File: src/rtl/move_input_conditioner.sv
// Turns four raw, bouncing direction buttons into single-cycle move pulses.
// Each pulse is issued only in a cycle where the downstream game FSM accepts it.
module move_input_conditioner #(
  parameter int unsigned DEBOUNCE_CYCLES = 250000
) (
  input  logic Clk,
  input  logic Reset,
  input  logic btn_up,
  input  logic btn_down,
  input  logic btn_left,
  input  logic btn_right,
  input  logic accept,
  output logic up,
  output logic down,
  output logic left,
  output logic right,
  output logic busy
);

  localparam int unsigned NB = 4;
  localparam int unsigned CW = (DEBOUNCE_CYCLES > 1) ? $clog2(DEBOUNCE_CYCLES) : 1;
  localparam logic [CW-1:0] CNT_MAX = CW'(DEBOUNCE_CYCLES - 1);

  typedef enum logic [1:0] {
    IDLE    = 2'd0,
    PENDING = 2'd1,
    LOCKOUT = 2'd2
  } state_t;

  // Bit order everywhere: 0 = up, 1 = down, 2 = left, 3 = right.
  logic [NB-1:0] raw;
  logic [NB-1:0] s1;
  logic [NB-1:0] s2;
  logic [NB-1:0] db;
  logic [NB-1:0] db_prev;
  logic [NB-1:0] press;
  logic [NB-1:0] pick;
  logic [NB-1:0] dir;
  logic          fire;
  state_t        state;

  assign raw = {btn_right, btn_left, btn_down, btn_up};

  // Two-flop synchronizer plus one-cycle history of the debounced level.
  always_ff @(posedge Clk) begin
    if (Reset) begin
      s1      <= '0;
      s2      <= '0;
      db_prev <= '0;
    end else begin
      s1      <= raw;
      s2      <= s1;
      db_prev <= db;
    end
  end

  // Per-button debouncer: any disagreement that is not sustained restarts the count.
  for (genvar i = 0; i < NB; i++) begin : g_db
    logic          lvl;
    logic [CW-1:0] cnt;

    always_ff @(posedge Clk) begin
      if (Reset) begin
        lvl <= 1'b0;
        cnt <= '0;
      end else if (s2[i] != lvl) begin
        if (cnt == CNT_MAX) begin
          lvl <= ~lvl;
          cnt <= '0;
        end else begin
          cnt <= cnt + CW'(1);
        end
      end else begin
        cnt <= '0;
      end
    end

    assign db[i] = lvl;
  end

  assign press = db & ~db_prev;

  // Fixed priority among simultaneous presses: up > down > left > right.
  always_comb begin
    pick = '0;
    if (press[0])      pick = 4'b0001;
    else if (press[1]) pick = 4'b0010;
    else if (press[2]) pick = 4'b0100;
    else if (press[3]) pick = 4'b1000;
  end

  always_ff @(posedge Clk) begin
    if (Reset) begin
      state <= IDLE;
      dir   <= '0;
    end else begin
      case (state)
        IDLE: begin
          if (press != '0) begin
            dir   <= pick;
            state <= PENDING;
          end
        end
        PENDING: begin
          if (accept) state <= LOCKOUT;
        end
        LOCKOUT: begin
          if (db == '0) state <= IDLE;
        end
        default: state <= IDLE;
      endcase
    end
  end

  // Pulse is gated by accept in the same cycle; the FSM leaves PENDING on that edge.
  assign fire  = (state == PENDING) && accept;
  assign up    = fire & dir[0];
  assign down  = fire & dir[1];
  assign left  = fire & dir[2];
  assign right = fire & dir[3];
  assign busy  = (state != IDLE);

endmodule
File: config.mk
export PLATFORM = sky130hd
export DESIGN_NAME = move_input_conditioner
export DESIGN_NICKNAME = d
export VERILOG_FILES = /design/src/rtl/move_input_conditioner.sv
export SDC_FILE = /design/constraint.sdc
export NUM_CORES = 1
export LEC_CHECK = 0
export ABC_AREA = 1
export BUFFER_PORTS_ARGS = -buffer_cell sky130_fd_sc_hd__clkbuf_2
export CAP_MARGIN = 20
export CORE_MARGIN = 2
export CORE_UTILIZATION = 47
export DETAILED_ROUTE_END_ITERATION = 12
export HOLD_SLACK_MARGIN = 0.02
export PLACE_DENSITY_LB_ADDON = 0.12
export RECOVER_POWER = 100
export SYNTH_ARGS = -nofsm -noshare
export SYNTH_HDL_FRONTEND = slang
export SYNTH_SLANG_ARGS = --single-unit
File: constraint.sdc
create_clock -name Clk -period 2.5 [get_ports Clk]
set_input_delay 0.5 -clock Clk [delete_from_list [all_inputs] [get_ports Clk]]
set_output_delay 0.5 -clock Clk [all_outputs]
set_load 0.02 [all_outputs]
== Yosys cells after proc, flatten, opt, wreduce, memory -nomap -nowiden ==
Index checks and enable logic that the tools add are counted.

* Bits in registers: 94
* Output and inout bits: 5
* Word-level logic and storage cells: 67
* Input port bits: 7

* Bitwise operators: 14
* $add $sub $neg: 4
* Multiplexer cells: 8
* Eq/ne operators: 13
* Reduce and logical (&&, ||, !) cells: 15

{| class="wikitable"
|+ Operator list
! cell !! number
|-
| 18-bit by 1-bit adder with 18-bit output (second input constant) || 4
|-
| 18-bit == test (second input constant) || 4
|-
| 4-bit two-way mux || 4
|-
| 3-bit OR reduction || 4
|-
| 2-bit AND reduction || 5
|-
| 1-bit NOT || 8
|-
| 2-bit two-way mux || 3
|-
| 2-bit != test (second input constant) || 3
|-
| 2-bit case mux with 3 select lines || 1
|-
| 1-bit AND || 4
|-
| 4-bit AND || 1
|-
| 4-bit logical NOT || 1
|-
| 1-bit != test || 4
|-
| 4-bit NOT || 1
|-
| 4-bit nonzero test || 1
|-
| 3-bit AND reduction || 1
|-
| 2-bit by 1-bit == test with 1-bit output (second input constant) || 1
|-
| 2-bit == test (second input constant) || 1
|-
| 2-bit logical NOT || 1
|-
| 2-bit nonzero test || 1
|-
| 1-bit logical AND || 1
|}

== Longest topological paths before layout ==
* Depth after elaboration: 6
* Gate-level depth with buffers: 9
* Mapped depth without buffers: 9

== Worst setup path before layout ==
Ideal clock, no wire load.

* Path type: input port to output port
* From: in accept
* To: out down
* Setup slack: 1.061 ns
* Buffers on the path: 0
* Required time: 2.000 ns
* Cell stages on the path: 2
* Data arrival time: 0.939 ns
* Cells stage by stage: nand3_1 -> nor2_1

* Word-level cells in the longest chain between the ends: 2

{| class="wikitable"
|+ RTL lines
! item !! RTL line !! RTL
|-
| from (decl) || 12 || <nowiki>input logic accept,</nowiki>
|-
| 1-bit logical AND || 116 || <nowiki>assign fire = (state == PENDING) && accept;</nowiki>
|-
| 1-bit AND || 118 || <nowiki>assign down = fire & dir[1];</nowiki>
|-
| to (decl) || 14 || <nowiki>output logic down,</nowiki>
|}

Every way passes these cells.

== Worst setup path after layout ==
* From: in Reset
* To: reg g_db[3].cnt[12]

* Word-level cells in the longest chain between the ends: 1

{| class="wikitable"
|+ RTL lines
! item !! RTL line !! RTL
|-
| from (decl) || 7 || <nowiki>input logic Reset,</nowiki>
|-
| 3-bit OR reduction (no line) || - ||
|-
| to (signal assigned) || 71 || <nowiki>cnt <= cnt + CW'(1);</nowiki>
|-
| to (decl) || 60 || <nowiki>logic [CW-1:0] cnt;</nowiki>
|}

Every way passes these cells.
A chain may end at the register's enable or synchronous reset.

==> results.sh <==
export IMPL_status="completed"
export IMPL_clock_path_buffers=2
export IMPL_criticalPathCategory="in -> reg"
export IMPL_clk_pin_slew_worst_paths_ns=0.09
export IMPL_vias=3930
export IMPL_finClkSkew_ns=0.0112
export IMPL_synthTopCellsByArea="dfxtp_1 (41%), nand2_1 (13%), nor2_1 (13%)"
export IMPL_dp_slack_ns=0.693
export IMPL_post_route_drc_count=0
export IMPL_die_w_um=102
export IMPL_tns_ns=0
export IMPL_wl_per_cell_um=10.3
export IMPL_power_w=0.00266
export IMPL_rsz0062_at_grt="no"
export IMPL_gp_congestion=0.868
export IMPL_clock_latency_ns=0.36
export IMPL_grt_use_total_pct=17.7
export IMPL_initial_core_util_pct=48.9
export IMPL_yosysWarnings=0
export IMPL_dp_cells=810
export IMPL_post_route_min_period_ns=1.81
export IMPL_max_freq_mhz=551
export IMPL_grt_pass1_vias=3501
export IMPL_syn_inst=676
export IMPL_path_buf_inv=2
export IMPL_cts_resized=0
export IMPL_port_buffers=11
export IMPL_rr_worst_depth=6
export IMPL_worst_pin_slew_ns=0.878
export IMPL_via_per_inst=4.76
export IMPL_crit_path_top_delay_cell="clkbuf_1"
export IMPL_reg2reg_setup_slack_ns=0.73
export IMPL_hp_start="btn_up"
export IMPL_crit_path_end_kind="flip-flop"
export IMPL_grt_max_degree=21
export IMPL_die_area_um2=10500
export IMPL_grt_pass1_wl_um=15000
export IMPL_timing_max_cap_violations=0
export IMPL_place_hpwl_um=6380
export IMPL_hp_class="in -> reg"
export IMPL_hold_depth=3
export IMPL_crit_family="buffers and inverters"
export IMPL_p_per_area_nw_per_um2=543
export IMPL_setup_viol=0
export IMPL_drt_wl_total_um=8550
export IMPL_total_leakage_power_nw=1.58
export IMPL_ys_ff_latch=94
export IMPL_clock_tree_root_cell="clkbuf_8"
export IMPL_cts_inserted_buffers=9
export IMPL_finalMaxSlewViolations=0
export IMPL_seq_area_frac_synth_pct=41.5
export IMPL_syn_area_per_cell_um2=6.71
export IMPL_ys_types=31
export IMPL_crit_arrival_ns=2.05
export IMPL_netlist_area_leader_share_pct=41.5
export IMPL_cp_max_fo=20
export IMPL_synth_top_cells_by_count="nand2_1 (158), nor2_1 (158), dfxtp_1 (94), inv_1 (80), nand3_1 (47)"
export IMPL_post_cts_setup_buffers=0
export IMPL_period_share_pct=72.5
export IMPL_async_flop_share_pct=0
export IMPL_critical_path_max_stage_delay_ns=0.64
export IMPL_nNetsFinal=703
export IMPL_setup_slack_ns=0.687
export IMPL_antenna_cells=0
export IMPL_drt_iter0_drc=105
export IMPL_die_h_um=102
export IMPL_drive_gt1_share_pct=5.74
export IMPL_min_to="s1[0]$_SDFF_PP0_"
export IMPL_antenna_found_initial=0
export IMPL_overflow=0
export IMPL_cts_max_level=3
export IMPL_fin_util_pct=52.9
export IMPL_hold_viol=0
export IMPL_cp_cell_sequence="clkbuf_1 -> inv_1 -> o21ai_0 -> a21oi_1 -> nand2_2 -> nor2_1"
export IMPL_slew_headroom_pct=41.4
export IMPL_cts_tree="done"
export IMPL_num_rows=35
export IMPL_finalNonFillerCells=826
export IMPL_layout_filler_cells=944
export IMPL_ant_nets=0
export IMPL_peakVddDrop_mv=0.231
export IMPL_r2r_end="g_db[0].cnt[10]$_SDFF_PP0_"
export IMPL_required_ns=2.74
export IMPL_synth_top_area_cell="dfxtp_1"
export IMPL_core_um2=9280
export IMPL_syn_area_um2=4540
export IMPL_ctsHoldBuffers=0
export IMPL_syn2layout_area_growth_pct=8.16
export IMPL_firstDrtPassIters=4
export IMPL_syn_nets=687
export IMPL_r2r_start="g_db[0].cnt[0]$_SDFF_PP0_"
export IMPL_synth_edf_count=0
export IMPL_clkSinkCount=94
export IMPL_synth_flop_cell="dfxtp_1"
export IMPL_io_pins=12
export IMPL_start_kind="input port"
layout make-up:
class | count | area (um2) | share of cell area (%)
repair buffers | 11 | 47.5 | 0.969
clock buffers | 11 | 141 | 2.88
flip-flops and latches | 94 | 1880 | 38.3
multi-input cells | 491 | 2270 | 46.4
clock inverters | 5 | 81.3 | 1.66
inverters | 85 | 319 | 6.50
well taps | 129 | 161 | 3.29
metrics by stage:
step / cell area [um2] / hold slack [ns]
after floorplan: 4540 / 0.388
after global placement: 4710 / 0.393
after detailed placement: 4710 / 0.395
after CTS: 4930 / 0.313
after global routing: 4910 / 0.320
final: 4910 / 0.328
layout by cell type (no fill, tap or decap), types with 2 or more instances in the layout:
master,count
a21oi_1,36
a21oi_2,2
nand4_1,10
nand3_2,2
nand2_1,158
or2_0,3
nor2_1,159
or2_2,5
clkbuf_1,7
xor2_1,20
o21ai_0,11
clkbuf_2,5
clkbuf_8,10
inv_2,2
o21bai_2,2
nor3_1,6
nand3_1,48
nor2_2,4
o21ai_1,4
inv_1,83
ha_1,4
or2_1,4
dfxtp_1,94
bufinv_16,2
xnor2_1,7
o21bai_1,2
worst reg2reg max path, delay by kind of cell, from the launching register on:
kind	cells	cell delay [ns]
AOI/OAI and AO/OA	2	0.62
buffers and inverters	1	0.16
DFF	1	0.36
and+or+nand+nor	2	0.29
adders and majority gates	1	0.20
sequential cells by signal, summed over array words and instances, names as in the netlist:
| signal | flops |
|---|---|
| db_prev | 4 |
| dir | 4 |
| g_db.cnt | 72 |
| g_db.lvl | 4 |
| s1 | 4 |
| s2 | 4 |
| state | 2 |
kinds of logic after synthesis:
| logic type | share of synthesized area (%) |
|---|---|
| flip-flops | 41.5 |
| adder cells (fa/ha/maj) | 1.10 |
| AO/OA/AOI/OAI | 7.00 |
| buffers and inverters | 8.05 |
| XOR/XNOR | 5.21 |
| AND/OR/NAND/NOR | 37.1 |
per-layer routing:
layer  GRT usage (%)  vias to the layer above  part of all wire [%]
met5               0                        -                     0
met1            23.4                     1738                    52
met2            28.9                       46                    44
li1                -                     2134                     -
met3            4.72                       12                   2.6
met4            4.41                        0                   1.4
where the power goes:
part           total (W)  internal [W]  switching, W
logic          0.0000358     0.0000113     0.0000245
registers        0.00151       0.00150    0.00000429
clock network    0.00112      0.000593      0.000526
worst max-delay path by stage:
stage                                          from                          to  slack, ns  cells past startpoint
after floorplan                              accept                        down       1.06                      2
after global placement                        Reset   g_db[3].cnt[3]$_SDFF_PP0_       0.75                      6
after detailed placement                      Reset  g_db[3].cnt[17]$_SDFF_PP0_       0.69                      6
after CTS                     state[0]$_SDFFE_PP0P_                        busy       0.69                      3
after global routing      g_db[0].cnt[0]$_SDFF_PP0_   g_db[0].cnt[7]$_SDFF_PP0_       0.47                      6
final                                         Reset  g_db[3].cnt[12]$_SDFF_PP0_       0.69                      6
Power figures use the tool's default switching activity.
